**src/rtl/mem_access_unit.sv**
```systemverilog
// mem_access_unit: executes loads/stores/LL/SC as handshaked MMIO bus transactions with
// byte-lane handling, LL/SC reservation, bus timeout and pipeline stall.
module mem_access_unit #(
  parameter int TIMEOUT = 255
) (
  input  logic        clk_in,
  input  logic        rst_n_in,
  input  logic        req_valid_in,
  input  logic        mem_read_in,
  input  logic        mem_write_in,
  input  logic        atomic_in,
  input  logic [1:0]  mmask_in,
  input  logic        zero_ext_in,
  input  logic [31:0] addr_in,
  input  logic [31:0] wdata_in,
  output logic        stall_out,
  output logic [31:0] rdata_out,
  output logic        rdata_valid_out,
  output logic        fault_out,
  output logic        bus_req_out,
  output logic        bus_we_out,
  output logic [31:0] bus_addr_out,
  output logic [3:0]  bus_be_out,
  output logic [31:0] bus_wdata_out,
  input  logic        bus_ack_in,
  input  logic [31:0] bus_rdata_in,
  input  logic        bus_err_in
);
  localparam int CW = $clog2(TIMEOUT + 1);
  typedef enum logic [1:0] {IDLE, REQ, DONE} state_t;
  state_t state, next;
  logic [CW-1:0] cnt;
  logic [1:0] sz, lo, size;
  logic zext, atom, fault, resv_valid, accept, wr, mis, sc_fail, timeout;
  logic [29:0] resv_addr;
  logic [31:0] result, sh, load;
  logic [15:0] half;
  always_comb begin
    accept = state == IDLE && req_valid_in && (mem_read_in || mem_write_in);
    wr = ~mem_read_in;
    size = (atomic_in || mmask_in[1]) ? 2'd2 : mmask_in;
    mis = (size == 2'd1 && addr_in[0]) || (size == 2'd2 && addr_in[1:0] != 2'b00);
    sc_fail = atomic_in && wr && !(resv_valid && resv_addr == addr_in[31:2]);
    timeout = cnt == CW'(TIMEOUT - 1);
    next = state == IDLE ? (accept ? ((mis || sc_fail) ? DONE : REQ) : IDLE) :
           state == REQ  ? ((bus_ack_in || bus_err_in || timeout) ? DONE : REQ) : IDLE;
    sh = bus_rdata_in >> {lo, 3'b000};
    half = lo[1] ? bus_rdata_in[31:16] : bus_rdata_in[15:0];
    load = sz == 2'd0 ? {{24{~zext & sh[7]}}, sh[7:0]} :
           sz == 2'd1 ? {{16{~zext & half[15]}}, half} : bus_rdata_in;
    stall_out = accept || state == REQ;
    bus_req_out = state == REQ;
    rdata_valid_out = state == DONE;
    fault_out = state == DONE && fault;
    rdata_out = state == DONE ? result : 32'd0;
  end
  always_ff @(posedge clk_in or negedge rst_n_in)
    if (!rst_n_in) state <= IDLE;
    else state <= next;
  always_ff @(posedge clk_in or negedge rst_n_in) begin
    if (!rst_n_in) begin
      cnt <= '0;
      sz <= 2'd0;
      lo <= 2'd0;
      zext <= 1'b0;
      atom <= 1'b0;
      fault <= 1'b0;
      result <= 32'd0;
      resv_valid <= 1'b0;
      resv_addr <= 30'd0;
      bus_we_out <= 1'b0;
      bus_addr_out <= 32'd0;
      bus_be_out <= 4'd0;
      bus_wdata_out <= 32'd0;
    end else if (accept) begin
      cnt <= '0;
      sz <= size;
      lo <= addr_in[1:0];
      zext <= zero_ext_in;
      atom <= atomic_in;
      fault <= mis;
      result <= 32'd0;
      bus_we_out <= wr;
      bus_addr_out <= {addr_in[31:2], 2'b00};
      bus_be_out <= size == 2'd0 ? 4'b0001 << addr_in[1:0] :
                    size == 2'd1 ? (addr_in[1] ? 4'b1100 : 4'b0011) : 4'b1111;
      bus_wdata_out <= size == 2'd0 ? {4{wdata_in[7:0]}} :
                       size == 2'd1 ? {2{wdata_in[15:0]}} : wdata_in;
      if (atomic_in && wr) resv_valid <= 1'b0;
    end else if (state == REQ) begin
      cnt <= cnt + 1'b1;
      if (bus_err_in || (!bus_ack_in && timeout)) begin
        fault <= 1'b1;
        result <= 32'd0;
      end else if (bus_ack_in) begin
        result <= bus_we_out ? {31'd0, atom} : load;
        if (!bus_we_out && atom) begin
          resv_valid <= 1'b1;
          resv_addr <= bus_addr_out[31:2];
        end
        if (bus_we_out && !atom && resv_addr == bus_addr_out[31:2]) resv_valid <= 1'b0;
      end
    end
  end
endmodule

```
**config.mk**
```make
export PLATFORM = sky130hd
export DESIGN_NAME = mem_access_unit
export DESIGN_NICKNAME = d
export VERILOG_FILES = /design/src/rtl/mem_access_unit.sv
export SDC_FILE = /design/constraint.sdc
export NUM_CORES = 1
export LEC_CHECK = 0
export CELL_PAD_IN_SITES_DETAIL_PLACEMENT = 2
export CELL_PAD_IN_SITES_GLOBAL_PLACEMENT = 2
export CORE_MARGIN = 10
export CORE_UTILIZATION = 32
export DETAILED_ROUTE_END_ITERATION = 16
export GPL_ROUTABILITY_DRIVEN = 0
export MAX_ROUTING_LAYER = met4
export PLACE_DENSITY_LB_ADDON = 0.3
export SYNTH_ARGS = -nofsm -noshare
export SYNTH_HDL_FRONTEND = slang
export SYNTH_SLANG_ARGS = --single-unit
```
**constraint.sdc**
```tcl
create_clock -name clk_in -period 3.3 [get_ports clk_in]
set_clock_uncertainty 0.15 [all_clocks]
set_input_delay 0.495 -clock clk_in [delete_from_list [all_inputs] [get_ports clk_in]]
set_output_delay 0.495 -clock clk_in [all_outputs]
set_load 0.005 [all_outputs]
```
==> results.md <==
- Die Height: 174 microns
- Min Tclk post-route: 2.70 ns
- RSZ-0062 raised after global routing: false
- Final slew viol count: 0
- Hold_buf cts: 1
- DRC: 0
- Reg power frac: 0.407
- Leak pwr: 4.80 nW
- Max incr delay on CP: 0.55 ns
- Hold WC Path Type: flip-flop to flip-flop
- Largest net degree at the start of global routing: 69
- #FFs+latches synth: 147
- Post-DP Area: 0.00996 sq mm
- Req. time, crit path: 2.65 ns
- Worst-Margin Slew: 0.965 ns
- Critical path type: flip-flop to output port
- Clk network pwr share: 0.312
- P per Cell Area: 570 mW/mm^2
- CP Cell Sequence: nor2b_2, buf_4, and2_1, clkdlybuf4s50_1
- EDFF count, synth: 0
- Port bufs: 209
- Htree depth: 4
- Post-cts gate resize count: 0
- Final Instance Area: 0.0105 sq mm
- Cell Rows: 56
- Hold Fails Final Rpt: 0
- First-pass DRT Iterations: 5
- Crit path buf inv count: 2
- Slowest stage cell on the critical path: clkdlybuf4s50_1
- Max Buffers Root-to-Sink: 2
- Wire length per cell: 21.9 microns
- Max Cap Viol: 0
- Antenna diode count: 0
- Synth-to-layout area growth: 39.6%
- Max frequency: 371 MHz
- Sequential element share of the synthesized area: 0.487
- Post-route ant nets: 0
- CTS Buf Count: 17
- Worst ir drop on vdd: 0.286 mV
- First-pass GRT wire length: 44600 microns
- Power share of the combinational group: 0.281
- Synth Instances: 766
- Final WL: 28400 microns
- Worst-Skew Late Latency: 0.42 ns
- Total gr overflow: 0
- Final setup TNS: 0 ns
- Nets@finish: 1073
- CTS tree: yes
- Post-DP HPWL: 21300 microns
- Initial antenna violation count: 0
- Mapped Area: 0.00755 sq mm
- Number of global-route vias before repair: 7353
- Crit end category: output port
- CP Data Arrival Time: 2.05 ns
- Via Count: 6553
- Top_reg_cell synth: dfrtp_1
- Count of final setup violators: 0
- Sw Share: 0.329
- Die area: 0.0301 sq mm
- Synth warn: 0
- Top delay family on crit path: buffers and inverters
- Status: complete, no violations
- Root Driver: clkbuf_16
- Starting Density: 0.324
- Switch Pwr: 1.97 mW
- Drt via density: 5.06
- Ys async rst share: 1.00
- Chip width: 174 microns
- Total track usage: 0.193
- Core area: 0.0233 sq mm
- Reg clk slew, reported paths: 0.06 ns
- DRT iter0 DRCs: 282
- Syn avg cell area: 9.85 sq um
- # IOs: 212
- Int Power: 4.03 mW
- Slew HR: 0.357
- Final Cycle Share: 0.817
- Unique masters post-synth: 52
- # clock sinks: 147
- Worst Setup Start Kind: flip-flop
- Ratio of cells with drive above 1 in the final layout: 0.0635
- Post-CTS Setup Repair Bufs: 0
- Crit-path max FO: 34
==> cells in the mapped netlist, types with 11 or more instances <==
| library cell | count | area (sq um) |
|---|---|---|
| a21oi_1 | 24 | 120 |
| a22o_1 | 24 | 210 |
| and2_1 | 34 | 213 |
| clkbuf_1 | 35 | 131 |
| dfrtp_1 | 147 | 3680 |
| inv_1 | 16 | 60.1 |
| mux2_1 | 30 | 338 |
| mux2i_1 | 25 | 250 |
| nand2_1 | 166 | 623 |
| nand2b_1 | 17 | 106 |
| nand4_1 | 11 | 68.8 |
| nor2_1 | 23 | 86.3 |
| nor2b_1 | 11 | 68.8 |
| nor4_1 | 11 | 68.8 |
| o21ai_1 | 36 | 180 |
| o22ai_1 | 14 | 87.6 |
| xnor2_1 | 19 | 166 |
| xor2_1 | 45 | 394 |
==> sequential cells by signal (all words and copies together), names as in the netlist <==
name	count
result	32
sz	2
lo	2
bus_wdata_out	32
cnt	8
bus_we_out	1
zext	1
resv_valid	1
atom	1
state	2
bus_be_out	4
bus_addr_out	30
fault	1
resv_addr	30
==> power groups by stage <==
stage / sequential, mW / clock (mW) / combinational, mW
global route: 2.50 / 2.01 / 1.87
CTS: 2.45 / 1.93 / 1.73
finish: 2.44 / 1.88 / 1.69
detailed placement: 2.48 / 0 / 1.70
global placement: 2.46 / 0 / 1.66
floorplan: 2.38 / 0 / 0.798
==> routing by layer <==
layer | track usage | up-vias | share of wire | wire (microns)
li1 | - | 3015 | - | -
met1 | 0.233 | 3341 | 0.45 | 12600
met2 | 0.323 | 166 | 0.50 | 14200
met3 | 0.0401 | 31 | 0.035 | 997
met4 | 0.0513 | 0 | 0.019 | 543
met5 | - | - | 0 | 0
==> cells in the final DEF (no fill, tap or decap), types with 3 or more instances in the layout <==
cell type / instances
nand4_1: 11
a22o_1: 24
xor2_1: 45
mux2i_1: 25
nor2_1: 23
xnor2_1: 19
a21oi_1: 23
nor3_1: 8
mux4_2: 3
o22ai_1: 14
mux4_1: 5
clkinvlp_4: 4
inv_1: 16
mux2_1: 30
clkdlybuf4s50_1: 208
o21ai_0: 8
nand2_1: 166
o21ai_1: 36
a31oi_1: 4
dfrtp_1: 147
nor2b_1: 10
nand2b_1: 17
clkbuf_16: 17
and2_1: 34
a221o_1: 7
buf_4: 16
nor4_1: 11
clkinv_4: 4
inv_6: 3
==> worst register-to-register path: cells and delay by family, from the launching register on <==
family / cells / cell delay [ns]
flops: 1 / 0.44
compound gates: 2 / 0.57
simple gates: 3 / 0.89
buf+inv: 1 / 0.18
==> metrics by stage <==
| stage | power, mW | util | instances | hold slack, ns | setup WS [ns] |
|---|---|---|---|---|---|
| CTS | 6.11 | 0.452 | 1296 | 0.342 | 0.553 |
| global placement | 4.11 | 0.427 | 1263 | 0.314 | 0.537 |
| global route | 6.39 | 0.452 | 1296 | 0.370 | 0.483 |
| floorplan | 3.18 | - | 767 | 0.0494 | 1.33 |
| detailed placement | 4.18 | 0.427 | 1263 | 0.320 | 0.508 |
| finish | 6.01 | 0.452 | 1296 | 0.336 | 0.603 |
==> area by class of cell <==
type	instances	area, sq um
Clock buffer	18	429
Clock inverter	14	131
Fill cell	2504	12800
Timing Repair Buffer	226	2220
Sequential cell	147	3680
Multi-Input combinational cell	555	3610
Inverter	17	63.8
Tap cell	319	399
==> cells by family after synthesis <==
family,Yosys count,share of synthesized area
xor+xnor,64,0.0743
compound gates,130,0.113
fa+ha+maj,2,0.00331
simple gates,294,0.181
other cells,1,0.000497
mux,63,0.104
flops,147,0.487
buf+inv,65,0.0371
==> final timing paths <==
path	startpoint	end	slack, ns	cells past startpoint
setup / recovery	state[1]$_DFF_PN0_	rdata_out[23]	0.60	4
hold / removal	bus_wdata_out[7]$_DFFE_PN0N_	bus_wdata_out[7]$_DFFE_PN0N_	0.34	2
setup reg to reg	state[1]$_DFF_PN0_	result[16]$_DFFE_PN0P_	1.01	6
hold reg to reg	bus_wdata_out[7]$_DFFE_PN0N_	bus_wdata_out[7]$_DFFE_PN0N_	0.34	2
max in group asynchronous	rst_n_in	cnt[6]$_DFFE_PN0P_	1.60	3
min in group asynchronous	rst_n_in	result[25]$_DFFE_PN0P_	0.50	2
Note: power is estimated with default switching activity, not from simulation.
